File: config.mk
export PLATFORM = sky130hd
export DESIGN_NAME = mem_arbiter_flat
export DESIGN_NICKNAME = d
export VERILOG_FILES = /design/src/rtl/mem_arbiter_pkg.sv /design/src/rtl/mem_arbiter_if.sv /design/src/rtl/mem_arbiter.sv /design/src/flat_wrapper.sv
export SDC_FILE = /design/constraint.sdc
export NUM_CORES = 1
export LEC_CHECK = 0
export ABC_AREA = 1
export CAP_MARGIN = 20
export CORE_MARGIN = 4
export CORE_UTILIZATION = 43
export DETAILED_ROUTE_END_ITERATION = 10
export GPL_TIMING_DRIVEN = 0
export HOLD_SLACK_MARGIN = 0.05
export PLACE_DENSITY = 0.94
export SYNTH_ARGS = -nofsm -noshare
export SYNTH_HDL_FRONTEND = slang
export SYNTH_SLANG_ARGS = --single-unit
export TNS_END_PERCENT = 30
File: constraint.sdc
create_clock -name clk -period 3.4 [get_ports clk]
set_clock_uncertainty 0.1 [all_clocks]
set_input_delay 0.34 -clock clk [delete_from_list [all_inputs] [get_ports clk]]
set_output_delay 0.34 -clock clk [all_outputs]
set_load 0.03 [all_outputs]
File: src/rtl/mem_arbiter_pkg.sv
// Shared definitions for the fetch/data memory bus arbiter: FSM state
// encoding and requester identifiers.
package mem_arbiter_pkg;

  localparam int STATE_W = 3;

  typedef enum logic [STATE_W-1:0] {
    S_IDLE   = 3'd0,
    S_BUS_I  = 3'd1,
    S_BUS_D  = 3'd2,
    S_DONE_I = 3'd3,
    S_DONE_D = 3'd4
  } state_t;

  typedef enum logic {
    REQ_I = 1'b0,
    REQ_D = 1'b1
  } req_id_t;

endpackage

File: src/rtl/mem_arbiter_if.sv
// Pipeline-side request/done signals and the single-port memory bus, bundled
// so the arbiter and its environment share one declaration.
interface mem_arbiter_if #(
  parameter int AW = 32,
  parameter int DW = 32
);
  // Handshakes: a requester raises xreq and holds it (with its address/data)
  // until xdone pulses; the arbiter raises mem_req and holds it with stable
  // bus outputs until a cycle where mem_req & mem_ack, which completes it.
  logic          ireq;
  logic [AW-1:0] iaddr;
  logic          iabort;
  logic [DW-1:0] irdata;
  logic          idone;
  logic          istall;

  logic            dreq;
  logic            dwe;
  logic [DW/8-1:0] dsel;
  logic [AW-1:0]   daddr;
  logic [DW-1:0]   dwdata;
  logic [DW-1:0]   drdata;
  logic            ddone;
  logic            dstall;

  logic            mem_req;
  logic            mem_we;
  logic [DW/8-1:0] mem_sel;
  logic [AW-1:0]   mem_addr;
  logic [DW-1:0]   mem_wdata;
  logic [DW-1:0]   mem_rdata;
  logic            mem_ack;

  modport master (
    input  ireq, iaddr, iabort, dreq, dwe, dsel, daddr, dwdata,
           mem_rdata, mem_ack,
    output irdata, idone, istall, drdata, ddone, dstall,
           mem_req, mem_we, mem_sel, mem_addr, mem_wdata
  );

  modport slave (
    output ireq, iaddr, iabort, dreq, dwe, dsel, daddr, dwdata,
           mem_rdata, mem_ack,
    input  irdata, idone, istall, drdata, ddone, dstall,
           mem_req, mem_we, mem_sel, mem_addr, mem_wdata
  );
endinterface

File: src/rtl/mem_arbiter.sv
// Arbitrates one single-port memory bus between instruction fetch and
// load/store, data first with a bounded run of data grants while fetch waits.
module mem_arbiter
  import mem_arbiter_pkg::*;
#(
  parameter int AW       = 32,
  parameter int DW       = 32,
  parameter int MAX_DRUN = 4,
  parameter int DRUN_W   = $clog2(MAX_DRUN + 1)
) (
  input  logic              clk,
  input  logic              rst,
  mem_arbiter_if.master     bus,
  output state_t            o_state,
  output logic [DRUN_W-1:0] o_drun,
  output logic              o_abort
);

  localparam logic [DW/8-1:0] SEL_ALL = '1;

  state_t            r_state, w_next;
  logic [DRUN_W-1:0] r_drun;
  logic              r_abort;
  logic              r_mem_req, r_mem_we;
  logic [DW/8-1:0]   r_mem_sel;
  logic [AW-1:0]     r_mem_addr;
  logic [DW-1:0]     r_mem_wdata, r_irdata, r_drdata;

  logic w_arb_slot, w_drun_max, w_ireq_eff, w_dreq_eff;
  logic w_grant_i, w_grant_d, w_ack, w_abort_now;

  // In DONE_x the requester's req still reflects the access just finished.
  always_comb begin
    w_arb_slot  = (r_state == S_IDLE) || (r_state == S_DONE_I) || (r_state == S_DONE_D);
    w_drun_max  = (r_drun == DRUN_W'(MAX_DRUN));
    w_ireq_eff  = w_arb_slot && bus.ireq && !bus.iabort && (r_state != S_DONE_I);
    w_dreq_eff  = w_arb_slot && bus.dreq && (r_state != S_DONE_D);
    w_grant_d   = w_dreq_eff && !(w_ireq_eff && w_drun_max);
    w_grant_i   = w_ireq_eff && !w_grant_d;
    w_ack       = r_mem_req && bus.mem_ack;
    w_abort_now = r_abort || bus.iabort;
  end

  always_comb begin
    w_next = r_state;
    case (r_state)
      S_IDLE, S_DONE_I, S_DONE_D: begin
        if (w_grant_d)      w_next = S_BUS_D;
        else if (w_grant_i) w_next = S_BUS_I;
        else                w_next = S_IDLE;
      end
      S_BUS_I: if (w_ack) w_next = w_abort_now ? S_IDLE : S_DONE_I;
      S_BUS_D: if (w_ack) w_next = S_DONE_D;
      default: w_next = S_IDLE;
    endcase
  end

  always_ff @(posedge clk) begin
    if (rst) begin
      r_state     <= S_IDLE;
      r_drun      <= '0;
      r_abort     <= 1'b0;
      r_mem_req   <= 1'b0;
      r_mem_we    <= 1'b0;
      r_mem_sel   <= '0;
      r_mem_addr  <= '0;
      r_mem_wdata <= '0;
      r_irdata    <= '0;
      r_drdata    <= '0;
    end else begin
      r_state <= w_next;

      if (w_grant_d) begin
        r_mem_req   <= 1'b1;
        r_mem_we    <= bus.dwe;
        r_mem_sel   <= bus.dsel;
        r_mem_addr  <= bus.daddr;
        r_mem_wdata <= bus.dwdata;
      end else if (w_grant_i) begin
        r_mem_req   <= 1'b1;
        r_mem_we    <= 1'b0;
        r_mem_sel   <= SEL_ALL;
        r_mem_addr  <= bus.iaddr;
        r_mem_wdata <= '0;
      end else if (w_ack) begin
        r_mem_req <= 1'b0;
      end

      if (w_ack && (r_state == S_BUS_D) && !r_mem_we) r_drdata <= bus.mem_rdata;
      if (w_ack && (r_state == S_BUS_I) && !w_abort_now) r_irdata <= bus.mem_rdata;

      // An abort seen at any point of the fetch bus cycle discards its data.
      if (r_state == S_BUS_I) r_abort <= w_ack ? 1'b0 : w_abort_now;
      else                    r_abort <= 1'b0;

      if (!bus.ireq || w_grant_i)       r_drun <= '0;
      else if (w_grant_d && !w_drun_max) r_drun <= r_drun + DRUN_W'(1);
    end
  end

  assign bus.mem_req   = r_mem_req;
  assign bus.mem_we    = r_mem_we;
  assign bus.mem_sel   = r_mem_sel;
  assign bus.mem_addr  = r_mem_addr;
  assign bus.mem_wdata = r_mem_wdata;
  assign bus.irdata    = r_irdata;
  assign bus.drdata    = r_drdata;
  assign bus.idone     = (r_state == S_DONE_I);
  assign bus.ddone     = (r_state == S_DONE_D);
  assign bus.istall    = bus.ireq && (r_state != S_DONE_I);
  assign bus.dstall    = bus.dreq && (r_state != S_DONE_D);

  assign o_state = r_state;
  assign o_drun  = r_drun;
  assign o_abort = r_abort;

endmodule

File: src/flat_wrapper.sv
// flat-port wrapper written by rule: the top's interface ports become plain ports
module mem_arbiter_flat import mem_arbiter_pkg::*;
#(
  parameter int AW       = 32,
  parameter int DW       = 32,
  parameter int MAX_DRUN = 4,
  parameter int DRUN_W   = $clog2(MAX_DRUN + 1)
)
  (clk, rst, o_state, o_drun, o_abort, bus_ireq, bus_iaddr, bus_iabort, bus_dreq, bus_dwe, bus_dsel, bus_daddr, bus_dwdata, bus_mem_rdata, bus_mem_ack, bus_irdata, bus_idone, bus_istall, bus_drdata, bus_ddone, bus_dstall, bus_mem_req, bus_mem_we, bus_mem_sel, bus_mem_addr, bus_mem_wdata);
  mem_arbiter_if #(.AW(AW), .DW(DW)) bus_i ();
  input  logic clk;
  input  logic rst;
  output state_t o_state;
  output logic [DRUN_W-1:0] o_drun;
  output logic o_abort;
  input wire logic [$bits(bus_i.ireq)-1:0] bus_ireq;
  input wire logic [$bits(bus_i.iaddr)-1:0] bus_iaddr;
  input wire logic [$bits(bus_i.iabort)-1:0] bus_iabort;
  input wire logic [$bits(bus_i.dreq)-1:0] bus_dreq;
  input wire logic [$bits(bus_i.dwe)-1:0] bus_dwe;
  input wire logic [$bits(bus_i.dsel)-1:0] bus_dsel;
  input wire logic [$bits(bus_i.daddr)-1:0] bus_daddr;
  input wire logic [$bits(bus_i.dwdata)-1:0] bus_dwdata;
  input wire logic [$bits(bus_i.mem_rdata)-1:0] bus_mem_rdata;
  input wire logic [$bits(bus_i.mem_ack)-1:0] bus_mem_ack;
  output wire logic [$bits(bus_i.irdata)-1:0] bus_irdata;
  output wire logic [$bits(bus_i.idone)-1:0] bus_idone;
  output wire logic [$bits(bus_i.istall)-1:0] bus_istall;
  output wire logic [$bits(bus_i.drdata)-1:0] bus_drdata;
  output wire logic [$bits(bus_i.ddone)-1:0] bus_ddone;
  output wire logic [$bits(bus_i.dstall)-1:0] bus_dstall;
  output wire logic [$bits(bus_i.mem_req)-1:0] bus_mem_req;
  output wire logic [$bits(bus_i.mem_we)-1:0] bus_mem_we;
  output wire logic [$bits(bus_i.mem_sel)-1:0] bus_mem_sel;
  output wire logic [$bits(bus_i.mem_addr)-1:0] bus_mem_addr;
  output wire logic [$bits(bus_i.mem_wdata)-1:0] bus_mem_wdata;
  assign bus_i.ireq = bus_ireq;
  assign bus_i.iaddr = bus_iaddr;
  assign bus_i.iabort = bus_iabort;
  assign bus_i.dreq = bus_dreq;
  assign bus_i.dwe = bus_dwe;
  assign bus_i.dsel = bus_dsel;
  assign bus_i.daddr = bus_daddr;
  assign bus_i.dwdata = bus_dwdata;
  assign bus_i.mem_rdata = bus_mem_rdata;
  assign bus_i.mem_ack = bus_mem_ack;
  assign bus_irdata = bus_i.irdata;
  assign bus_idone = bus_i.idone;
  assign bus_istall = bus_i.istall;
  assign bus_drdata = bus_i.drdata;
  assign bus_ddone = bus_i.ddone;
  assign bus_dstall = bus_i.dstall;
  assign bus_mem_req = bus_i.mem_req;
  assign bus_mem_we = bus_i.mem_we;
  assign bus_mem_sel = bus_i.mem_sel;
  assign bus_mem_addr = bus_i.mem_addr;
  assign bus_mem_wdata = bus_i.mem_wdata;
  mem_arbiter #(.AW(AW), .DW(DW), .MAX_DRUN(MAX_DRUN), .DRUN_W(DRUN_W)) u_core (.clk(clk), .rst(rst), .bus(bus_i), .o_state(o_state), .o_drun(o_drun), .o_abort(o_abort));
endmodule
## Word-level counts from Yosys, hierarchy flattened

Index checks and enable logic that the tools add are counted.

| storage, ports and cells | value |
|---|---|
| flip-flop bits (word level) | 141 |
| input bits | 139 |
| output and inout port bits | 145 |
| logic and storage cells | 72 |

| cells by class | value |
|---|---|
| $add $sub $neg | 1 |
| equal/unequal tests | 9 |
| multiplexer cells | 17 |
| bitwise operators | 1 |
| reductions and logical operators | 34 |

Operators with widths:

| operator | number |
|---|---|
| $mux W32 | 4 |
| $logic_and A1 B1 Y1 | 16 |
| $mux W3 | 3 |
| $pmux W3 S3 | 1 |
| $mux W4 | 2 |
| $logic_not A1 Y1 | 7 |
| $eq A3 B2 Y1 const B | 2 |
| $eq A3 B3 Y1 const B | 2 |
| $mux W1 | 6 |
| $reduce_or A3 Y1 | 2 |
| $logic_or A1 B1 Y1 | 4 |
| $ne A2 B1 Y1 const B | 2 |
| $add A3 B1 Y3 const B | 1 |
| $eq A3 B1 Y1 const B | 1 |
| $logic_not A3 Y1 | 1 |
| $ne A3 B2 Y1 const B | 1 |
| $ne A3 B3 Y1 const B | 1 |
| $reduce_bool A3 Y1 | 1 |
| $mux W2 | 1 |
| $reduce_and A2 Y1 | 1 |
| $reduce_bool A2 Y1 | 1 |
| $reduce_or A2 Y1 | 1 |
| $not A1 Y1 | 1 |

## Depth between registers and ports, before layout

Gate-level depths: netlist of run 1.

| logic depth | value |
|---|---|
| depth after elaboration | 14 |
| depth in mapped cells | 10 |
| mapped depth without buffers | 9 |

## Worst setup path after synthesis of run 1

OpenSTA, ideal clock, no wires.

| timing | value |
|---|---|
| path type | reg-to-reg |
| start point | register u_core.r_state[0] (netlist: u_core.o_state[0]) |
| end point | register u_core.r_mem_addr[27] (netlist: u_core.bus.mem_addr[27]) |
| setup time | 117 ps |
| arrival | 2014 ps |
| required time | 3183 ps |
| path slack | 1169 ps |
| cell stages (with the launch flop) | 10 |
| buffers on the path | 2 |
| clock period less this slack | 2231 ps |
| path through | dfxtp_1 > nor2_2 > a21boi_1 > nand2_1 > nand2_2 > buf_4 > buf_2 > nand2_1 > nor2_1 > nor2_1 |

| between the ends | value |
|---|---|
| cells in the longest elaborated chain, start to end | 12 |
| elaborated cells between the ends (all ways) | 19 |
| those cells by class | eq/ne: 4; mux: 1; reduce/logical: 14 |

RTL lines:

| item | RTL line | RTL |
|---|---|---|
| from (decl) | mem_arbiter.sv:21 | `state_t r_state, w_next;` |
| from (signal assigned) | mem_arbiter.sv:71 | `r_state <= w_next;` |
| $eq A3 B2 Y1 / $logic_not A3 Y1 (equally long branches) | mem_arbiter.sv:34 | `w_arb_slot = (r_state == S_IDLE) \|\| (r_state == S_DONE_I) \|\| (r_state == S_DONE_D);` |
| $logic_or A1 B1 Y1 (2 in a row) | mem_arbiter.sv:34 |  |
| $logic_and A1 B1 Y1 (3 in a row) | mem_arbiter.sv:36 | `w_ireq_eff = w_arb_slot && bus.ireq && !bus.iabort && (r_state != S_DONE_I);` |
| $logic_and A1 B1 Y1 | mem_arbiter.sv:38 | `w_grant_d = w_dreq_eff && !(w_ireq_eff && w_drun_max);` |
| $logic_not A1 Y1 | mem_arbiter.sv:38 |  |
| $logic_and A1 B1 Y1 | mem_arbiter.sv:38 |  |
| $logic_not A1 Y1 | mem_arbiter.sv:39 | `w_grant_i = w_ireq_eff && !w_grant_d;` |
| $logic_and A1 B1 Y1 | mem_arbiter.sv:39 |  |
| $reduce_bool A2 Y1 (no source line) | - |  |
| to (signal assigned) | mem_arbiter.sv:77 | `r_mem_addr <= bus.daddr;` |
| to (signal assigned) | mem_arbiter.sv:83 | `r_mem_addr <= bus.iaddr;` |
| to (decl) | mem_arbiter.sv:26 | `logic [AW-1:0] r_mem_addr;` |

Parallel ways exist; a longest one is shown, timed or not.
A chain may end at the register's enable or synchronous reset.

## Worst setup path in the final report of run 1

| timing | value |
|---|---|
| start point | input bus_ireq |
| end point | output bus_istall |

| between the ends | value |
|---|---|
| cells in the longest elaborated chain, start to end | 1 |

RTL lines:

| item | RTL line | RTL |
|---|---|---|
| from (decl) | flat_wrapper.sv:16 | `input wire logic [$bits(bus_i.ireq)-1:0] bus_ireq;` |
| $logic_and A1 B1 Y1 | mem_arbiter.sv:110 | `assign bus.istall = bus.ireq && (r_state != S_DONE_I);` |
| to (decl) | flat_wrapper.sv:28 | `output wire logic [$bits(bus_i.istall)-1:0] bus_istall;` |

No other way between the ends.

==> out/qor.yml, run 1 <==
status:
  status: "finished clean"
floorplan:
  die_h_um: 123
  top_level_ports: 284
  start_util_pct: 44.6
  dieArea_mm2: 0.0152
  coreArea_mm2: 0.0128
  chipWidth_um: 123
  rows: 41
sta:
  worst_slew_pin_slew_ps: 496
  rsz0062_at_grt: "false"
  clock.fmax_mhz: 435
  setup_viol: 0
  period_minus_slack_ps: 2300
  max-slew-margin-rel_pct: 66.9
  fin_hold_ws_ps: 226
  finalHoldViolations: 0
  fin_crit_sh_pct: 67.5
  drv_slew: 0
  final.setup.tns_ps: 0
setup_path:
  worstPathMaxFanout: 3
  critPathCaptureType: "primary output"
  worst-endpoint-required_ps: 2960
  r2r.worst_path.cells: 10
  start_kind: "primary input"
  critPathArrivalTime_ps: 1860
  path_class: "primary input to primary output"
  ff2ff_setup_slack_ps: 1430
pwr:
  p_leak_nw: 3.97
  combPwrFrac_pct: 37.5
  clkPwrFrac_pct: 28.8
  p_per_area_mw_per_mm2: 651
  p_seq_share_pct: 33.7
  switchingPower_mw: 2.22
  total_power_mw: 6.05
  ir_worst_vdd_mv: 0.350
  p_int_mw: 3.83
  p_sw_share_pct: 36.6
clocking:
  clkSinkCount: 141
  post_cts_resize_count: 0
  ctsLongestPathBuffers: 2
  clockRootBuffer: "clkbuf_16"
  cts_setup_buffers: 0
  hold_buffers: 0
  clk_latency_ps: 410
  htreeDepth: 4
  cts_buffers: 17
  clkTransAtPathRegs_ps: 60
  cts_tree: "done"
placed_design:
  hpwl_mm: 15.2
  dp_cells: 1254
  portBuffers: 282
  place_congestion: 0.811
synth:
  avgSynthCellArea_um2: 7.12
  syn-instance-count: 800
  yosysWarnings: 0
  netlist-cell-type-count: 22
  synth_seq_cells: 141
  synth.cell_area_mm2: 0.00570
  synth_nets: 941
  ys_seq_area_share_pct: 49.5
finish:
  drive_gt1_share_pct: 5.83
  final_nets: 1242
  diodes: 0
  multi_input_area_mm2: 0.00240
  ff_latch_area_mm2: 0.00282
  area_delta_synth_final_pct: 62.9
  fill_cells: 929
  fin_cells: 1286
drt:
  ant_nets: 0
  firstDrtPassIters: 5
  drt-initial-drc-count: 397
  wl_per_cell_um: 15.8
  routed_wl_mm: 20.3
  vias: 6441
  viasPerCell: 5.01
  route.detailed.drc: 0
hold_path:
  hold_depth: 2
  hold_path.class: "primary input to flop"
grt:
  grt-ovfl-total: 0
  first_global_vias: 6212
  grt_use_total_pct: 26.2
  grt_pass1_wl_mm: 31.1
  antenna_found_initial: 0
  grt_max_degree: 17
job:
  cap_violations: 0
==> synthesized netlist by cell type <==
cell type	instances	share of area (%)
inv_2	3	0.20
buf_2	19	1.7
ha_1	2	0.44
nand2_2	1	0.11
a21boi_1	1	0.13
xnor2_1	1	0.15
o21ai_1	2	0.18
nor2_4	1	0.20
nor3_1	5	0.44
buf_4	3	0.40
clkbuf_1	23	1.5
o21ai_0	102	9.0
a21oi_1	33	2.9
dfxtp_1	141	50
nand4_4	1	0.37
buf_1	5	0.33
buf_6	4	0.79
nor2_2	6	0.66
nor2_1	237	16
nand2_1	87	5.7
inv_1	51	3.4
nand3_1	72	6.3
==> through the flow <==
step	worst slack, ps	area (µm²)	util [%]
final	1100	9280	72.7
after global routing	1020	9280	72.7
after CTS	1090	9280	72.7
after detailed placement	989	8740	68.4
after global placement	1080	8740	68.4
after floorplan	1170	5700	-
==> registers in the layout, summed over array words and instances, names as in the netlist <==
name	flops
u_core.bus.mem_wdata	32
u_core.bus.mem_sel	4
u_core.o_state	3
u_core.bus.mem_addr	32
u_core.bus.mem_we	1
u_core.o_abort	1
u_core.bus.irdata	32
u_core.bus.drdata	32
u_core.bus.mem_req	1
u_core.o_drun	3
==> cell type report <==
type                       count  share of cell area [%]
sequential                   141                    30.4
timing repair buffer         282                    30.4
multi-input combinational    551                    25.9
clock buffer                  23                    4.93
buffer                        54                    2.88
tap                          172                    2.32
inverter                      54                    2.18
clock inverter                 9                   0.970
==> routing by layer <==
| layer | wire [µm] | track usage (%) |
|---|---|---|
| met5 | 0 | 0 |
| met4 | 592 | 10.0 |
| met3 | 2140 | 8.92 |
| met2 | 9980 | 45.2 |
| met1 | 7590 | 29.9 |
==> critical path: stages <==
cell             delay (ps)
clkdlybuf4s50_1         640
inv_1                    80
nor2_1                  120
clkdlybuf4s50_1         680
==> cells by family (layout without fill, tap and decap cells) <==
| family | count (synthesis) | count (layout) | share of synthesized area, % |
|---|---|---|---|
| and+or+nand+nor | 410 | 410 | 29.4 |
| DFF | 141 | 141 | 49.5 |
| AOI/OAI and AO/OA | 138 | 138 | 12.2 |
| buffers and inverters | 108 | 422 | 8.26 |
| adders and majority gates | 2 | 2 | 0.439 |
| xor gates and xnor gates | 1 | 1 | 0.154 |
==> power groups by stage <==
stage / Sequential, mW / Clock [mW] / Combinational, mW
finish: 2.04 / 1.74 / 2.27
global route: 2.07 / 1.84 / 2.45
CTS: 2.04 / 1.75 / 2.27
detailed placement: 2.07 / 0 / 2.25
global placement: 2.06 / 0 / 2.21
floorplan: 2.55 / 0 / 0.833
==> placed cells by master (no fill, tap or decap) <==
master,instances
buf_4,3
clkinv_4,4
nor3_1,5
clkbuf_8,1
buf_1,5
nand2_1,87
clkbuf_16,17
clkinv_2,2
nor2_4,1
clkdlybuf4s50_1,282
clkbuf_1,28
xnor2_1,1
nand2_2,1
ha_1,2
a21boi_1,1
buf_6,4
bufinv_16,1
buf_2,19
o21ai_1,2
o21ai_0,102
clkinvlp_4,2
inv_2,3
nand4_4,1
nand3_1,72
nor2_2,6
dfxtp_1,141
a21oi_1,33
nor2_1,237
inv_1,51
==> path summary, 6_finish.rpt <==
path / start / to
worst max register to register: u_core.o_drun[0] / u_core.bus.mem_addr[13]
worst min register to register: u_core.bus.mem_wdata[14] / u_core.bus.mem_wdata[14]
worst min-delay path: rst / u_core.bus.mem_wdata[28]
worst max-delay path: bus_ireq / bus_istall
Power figures use the tool's default switching activity.
==> inputs of run 2 (changes only) <==
--- a/config.mk
+++ b/config.mk
@@ -8,11 +8,11 @@
 export ABC_AREA = 1
 export CAP_MARGIN = 20
 export CORE_MARGIN = 4
-export CORE_UTILIZATION = 43
+export CORE_UTILIZATION = 36
 export DETAILED_ROUTE_END_ITERATION = 10
 export GPL_TIMING_DRIVEN = 0
 export HOLD_SLACK_MARGIN = 0.05
-export PLACE_DENSITY = 0.94
+export PLACE_DENSITY = 0.85
 export SYNTH_ARGS = -nofsm -noshare
 export SYNTH_HDL_FRONTEND = slang
 export SYNTH_SLANG_ARGS = --single-unit
==> constraint.sdc (replaced) <==
create_clock -name clk -period 1.95 [get_ports clk]
set_clock_uncertainty 0.1 [all_clocks]
set_input_delay 0.195 -clock clk [delete_from_list [all_inputs] [get_ports clk]]
set_output_delay 0.195 -clock clk [all_outputs]
set_load 0.03 [all_outputs]
==> run 2 against run 1 <==
  * Clock power up 100%
  * Sequential power increased by 75%
  * Routed wire length increased by 3.2%
  * Die area rose by 18%
  * Non-clock buffer count is 7 higher
  * Critical path depth is 3 lower
  * Via count decreased by 1.6%
==> out/qor.yml, run 2 (synthesis results as in run 1) <==
status:
  status: "finished clean"
placed_design:
  placed_area_mm2: 0.00880
  place_congestion: 0.817
  hpwl_mm: 15.8
  portBuffers: 282
clocking:
  ctsLongestPathBuffers: 2
  htreeDepth: 4
  clkSinkCount: 141
  clockRootBuffer: "clkbuf_16"
  cts_tree: "done"
  cts_buffers: 17
  clkTransAtPathRegs_ps: 60
  clk_latency_ps: 410
setup_path:
  setup.worst_path.start: "u_core.o_drun[2]"
  cp-endpoint: "o_drun[2]"
  critPathMaxStageDelay_ps: 750
  worst-path-buf-inv: 1
  critPathCaptureType: "primary output"
  worst-endpoint-required_ps: 1650
  r2r.worst_path.cells: 9
  start_kind: "flop"
  cp_slowest_cell: "clkdlybuf4s50_1"
  timing.rr.start: "u_core.o_state[0]"
  ff2ff_setup_slack_ps: 120
  path_class: "flop to primary output"
  crit_family: "buffers and inverters"
  critPathArrivalTime_ps: 1560
  worstPathMaxFanout: 4
  r2r-end: "u_core.bus.mem_addr[28]"
  worst-path-stages: 1
  crit_chain: "clkdlybuf4s50_1"
floorplan:
  rows: 45
  die_h_um: 134
  dieArea_mm2: 0.0179
  start_util_pct: 37.1
  coreArea_mm2: 0.0154
  top_level_ports: 284
  chipWidth_um: 134
drt:
  wl_per_cell_um: 15.7
  route.detailed.drc: 0
  viasPerCell: 4.76
  ant_nets: 0
  drt-initial-drc-count: 286
  firstDrtPassIters: 5
  routed_wl_mm: 21.0
  vias: 6339
pwr:
  ir_worst_vdd_mv: 0.761
  total_power_mw: 11.1
  p_per_area_mw_per_mm2: 1160
  p_leak_nw: 4.11
finish:
  diodes: 0
  finalInstanceArea_mm2: 0.00954
  drive_gt1_share_pct: 8.04
  area_delta_synth_final_pct: 67.5
  final_common_cell: "clkdlybuf4s50_1"
  layout_common_cells: "clkdlybuf4s50_1, nor2_1, dfxtp_1"
  final_nets: 1249
grt:
  antenna_found_initial: 1
  grt_max_degree: 17
  first_global_vias: 6204
  grt_use_total_pct: 22.6
  grt-ovfl-total: 0
  grt_pass1_wl_mm: 32.3
job:
  cap_violations: 0
sta:
  worst_slew_pin_slew_ps: 503
  fin_crit_sh_pct: 95.1
  setup_viol: 0
  clock.fmax_mhz: 539
  rsz0062_at_grt: "true"
  max-slew-margin-rel_pct: 66.4
  finalHoldViolations: 0
  period_minus_slack_ps: 1850
  fin_hold_ws_ps: 234
  drv_slew: 0
hold_path:
  hold_path.class: "primary input to flop"
run 2: cell count changes in the layout (fill, tap and decap cells not counted), moves of 3 or more:
cell,previous run,this run
buf_4,3,8
bufinv_16,1,4
clkbuf_1,28,16
clkbuf_2,0,7
clkbuf_4,0,3
clkdlybuf4s50_1,282,277
dfxtp_1,141,138
dfxtp_2,0,3
dlygate4sd2_1,0,4
nor2_2,6,2
nor2_4,1,5
run 2: layout make-up:
class	instances	area [µm²]
Buffer	54	285
Clock buffer	19	453
Clock inverter	12	185
Fill cell	1357	5830
Inverter	54	203
Multi-Input combinational cell	551	2450
Sequential cell	141	2830
Tap cell	211	264
Timing Repair Buffer	289	2880
run 2: worst min-delay path by stage:
stage | endpoint | from | cells past startpoint
global route | u_core.bus.mem_wdata[23] | bus_dwdata[23] | 3
floorplan | u_core.bus.drdata[10] | bus_mem_rdata[10] | 2
global placement | u_core.bus.mem_wdata[0] | u_core.bus.mem_wdata[0] | 2
finish | u_core.bus.mem_wdata[13] | bus_dwdata[13] | 3
detailed placement | u_core.bus.mem_wdata[24] | u_core.bus.mem_wdata[24] | 2
CTS | u_core.bus.mem_wdata[13] | bus_dwdata[13] | 3
run 2: layer usage:
| metal | GRT usage, % | vias up | share of wire [%] |
|---|---|---|---|
| li1 | - | 3157 | - |
| met1 | 26.1 | 2906 | 40 |
| met2 | 39.4 | 242 | 50 |
| met3 | 7.80 | 32 | 8.7 |
| met4 | 6.74 | 2 | 1.8 |
| met5 | 0 | - | 0.062 |
run 2: timing repair:
action,CTS,global route
hold buffers,2,0
resized for setup,11,22
hold endpoints to repair,3,0
setup endpoints to repair,43,123
setup buffers,0,5
pin swaps,0,4
run 2: through the flow:
step | std cells | TNS [ps] | util (%) | worst slack, ps
floorplan | 800 | 0 | - | 37.0
global placement | 1293 | -13950 | 57.2 | -241
detailed placement | 1293 | -15720 | 57.2 | -267
CTS | 1326 | -14.0 | 61.6 | -14.0
global route | 1331 | -11.2 | 62.1 | -8.51
finish | 1331 | 0 | 62.1 | 95.7
run 2: report_power, final:
group	internal (mW)	switching (mW)	total, mW
Sequential	3.33	0.247	3.57
Clock	2.22	1.27	3.49
Combinational	1.62	2.41	4.03
Total	7.16	3.93	11.1
==> inputs of run 3 (changes only) <==
--- a/config.mk
+++ b/config.mk
@@ -7,6 +7,7 @@
 export LEC_CHECK = 0
 export ABC_AREA = 1
 export CAP_MARGIN = 20
+export CORE_ASPECT_RATIO = 1.4
 export CORE_MARGIN = 4
 export CORE_UTILIZATION = 36
 export DETAILED_ROUTE_END_ITERATION = 10
==> run 3 against run 2 <==
  * Worst hold slack is essentially flat
  * Via count fell by 0.77%
  * Routed wire length shrank 2.3%
  * Total power down 0.68%
  * Sequential share of layout area rose by 0.26 points
  * Register-to-register slack gained 30 ps
  * Critical path depth did not move
  * Clock power decreased by 1%
  * Critical endpoint unchanged
==> out/qor.yml, run 3 (synthesis results as in run 1) <==
setup_path:
  crit_family: "buffers and inverters"
  critPathMaxStageDelay_ps: 750
  crit_chain: "clkdlybuf4s50_1"
  worstPathMaxFanout: 4
  worst-endpoint-required_ps: 1650
  path_class: "flop to primary output"
  critPathCaptureType: "primary output"
  critPathArrivalTime_ps: 1550
  worst-path-buf-inv: 1
  cp_slowest_cell: "clkdlybuf4s50_1"
  start_kind: "flop"
finish:
  area_delta_synth_final_pct: 66.0
  layout_common_cells: "clkdlybuf4s50_1, nor2_1, dfxtp_1"
  final_common_cell: "clkdlybuf4s50_1"
  drive_gt1_share_pct: 7.35
  fill_cells: 1404
  diodes: 0
  fin_util_pct: 60.9
  final_nets: 1243
  finalInstanceArea_mm2: 0.00946
grt:
  grt_pass1_wl_mm: 31.2
  first_global_vias: 6217
  grt_max_degree: 17
  grt_use_total_pct: 21.9
  grt-ovfl-total: 0
  antenna_found_initial: 0
pwr:
  combPwrFrac_pct: 36.3
  switchingPower_mw: 4.00
  ir_worst_vdd_mv: 0.631
  p_per_area_mw_per_mm2: 1160
  p_sw_share_pct: 36.3
  total_power_mw: 11.0
  clkPwrFrac_pct: 31.3
  p_leak_nw: 4.07
  p_seq_share_pct: 32.5
  p_int_mw: 7.02
sta:
  max-slew-margin-rel_pct: 66.1
  setup_viol: 0
  final.setup.tns_ps: 0
  period_minus_slack_ps: 1840
  fin_hold_ws_ps: 234
  clock.fmax_mhz: 543
  rsz0062_at_grt: "true"
  worst_slew_pin_slew_ps: 509
  fin_crit_sh_pct: 94.5
  finalHoldViolations: 0
  drv_slew: 0
clocking:
  cts_setup_buffers: 0
  clockRootBuffer: "clkbuf_16"
  clkSinkCount: 141
  cts_buffers: 17
  clkTransAtPathRegs_ps: 60
  htreeDepth: 4
  cts_tree: "done"
  clk_latency_ps: 410
  ctsLongestPathBuffers: 2
placed_design:
  place_congestion: 0.879
  portBuffers: 282
  hpwl_mm: 15.6
  placed_area_mm2: 0.00878
hold_path:
  hold_path.class: "primary input to flop"
drt:
  drt-initial-drc-count: 345
  wl_per_cell_um: 15.6
  firstDrtPassIters: 5
  viasPerCell: 4.80
  route.detailed.drc: 0
  routed_wl_mm: 20.5
  ant_nets: 0
  vias: 6290
floorplan:
  start_util_pct: 36.7
  dieArea_mm2: 0.0179
  rows: 54
  chipWidth_um: 114
  die_h_um: 157
  coreArea_mm2: 0.0155
  top_level_ports: 284
status:
  status: "finished clean"
job:
  cap_violations: 0
-- run 3: cell count changes in the layout (fill, tap and decap cells not counted), sizes merged --
cell	delta
inv	+2
buf	-4
dlygate4sd3	-1
bufinv	-1
clkinv	-4
clkinvlp	+4
clkbuf	-1
clkdlybuf4s15	-1
dlymetal6s2s	+1
-- run 3: area by class of cell --
type                    instances  area [µm²]  area share [%]
clock buffers                  19         453            4.79
multi-input cells             551        2440            25.8
inverters                      54         203            2.14
well taps                     196         245            2.59
repair buffers                283        2830            29.9
clock inverters                13         178            1.88
flip-flops and latches        141        2830            29.9
plain buffers                  54         283            2.99
-- run 3: timing repair --
item                                   in CTS  in global routing
setup endpoints to repair                  68                110
resized for setup                           9                 19
hold buffers                                1                  0
endpoints found under the hold margin       4                  0
-- run 3: stage by stage --
stage	std cells	worst slack, ps
2_1_floorplan	800	37.0
3_3_place_gp	1278	-250
3_5_place_dp	1278	-283
4_1_cts	1311	6.77
5_1_grt	1311	-13.7
6_report	1311	108
-- run 3: final timing paths --
| path | slack [ps] | start | cells past startpoint | endpoint |
|---|---|---|---|---|
| worst max register to register | 150 | u_core.o_state[1] | 8 | u_core.bus.drdata[8] |
| worst min-delay path | 230 | bus_dwdata[11] | 3 | u_core.bus.mem_wdata[11] |
| worst min register to register | 380 | u_core.bus.mem_wdata[21] | 2 | u_core.bus.mem_wdata[21] |
| worst max-delay path | 110 | u_core.o_drun[2] | 1 | o_drun[2] |
-- run 3: power by group through the flow --
stage | combinational, mW | clock (mW) | sequential (mW)
3_5_place_dp | 3.97 | 0 | 3.62
6_report | 4.00 | 3.45 | 3.58
4_1_cts | 3.99 | 3.51 | 3.57
2_1_floorplan | 1.46 | 0 | 4.45
5_1_grt | 4.29 | 3.62 | 3.62
3_3_place_gp | 3.93 | 0 | 3.60
-- run 3: per-layer routing --
layer | track usage [%] | vias to the layer above | wire length, µm
met4 | 8.49 | 0 | 541
met1 | 22.6 | 2860 | 7560
li1 | - | 3142 | -
met5 | 0 | - | 0
met3 | 6.96 | 37 | 1690
met2 | 40.6 | 251 | 10700
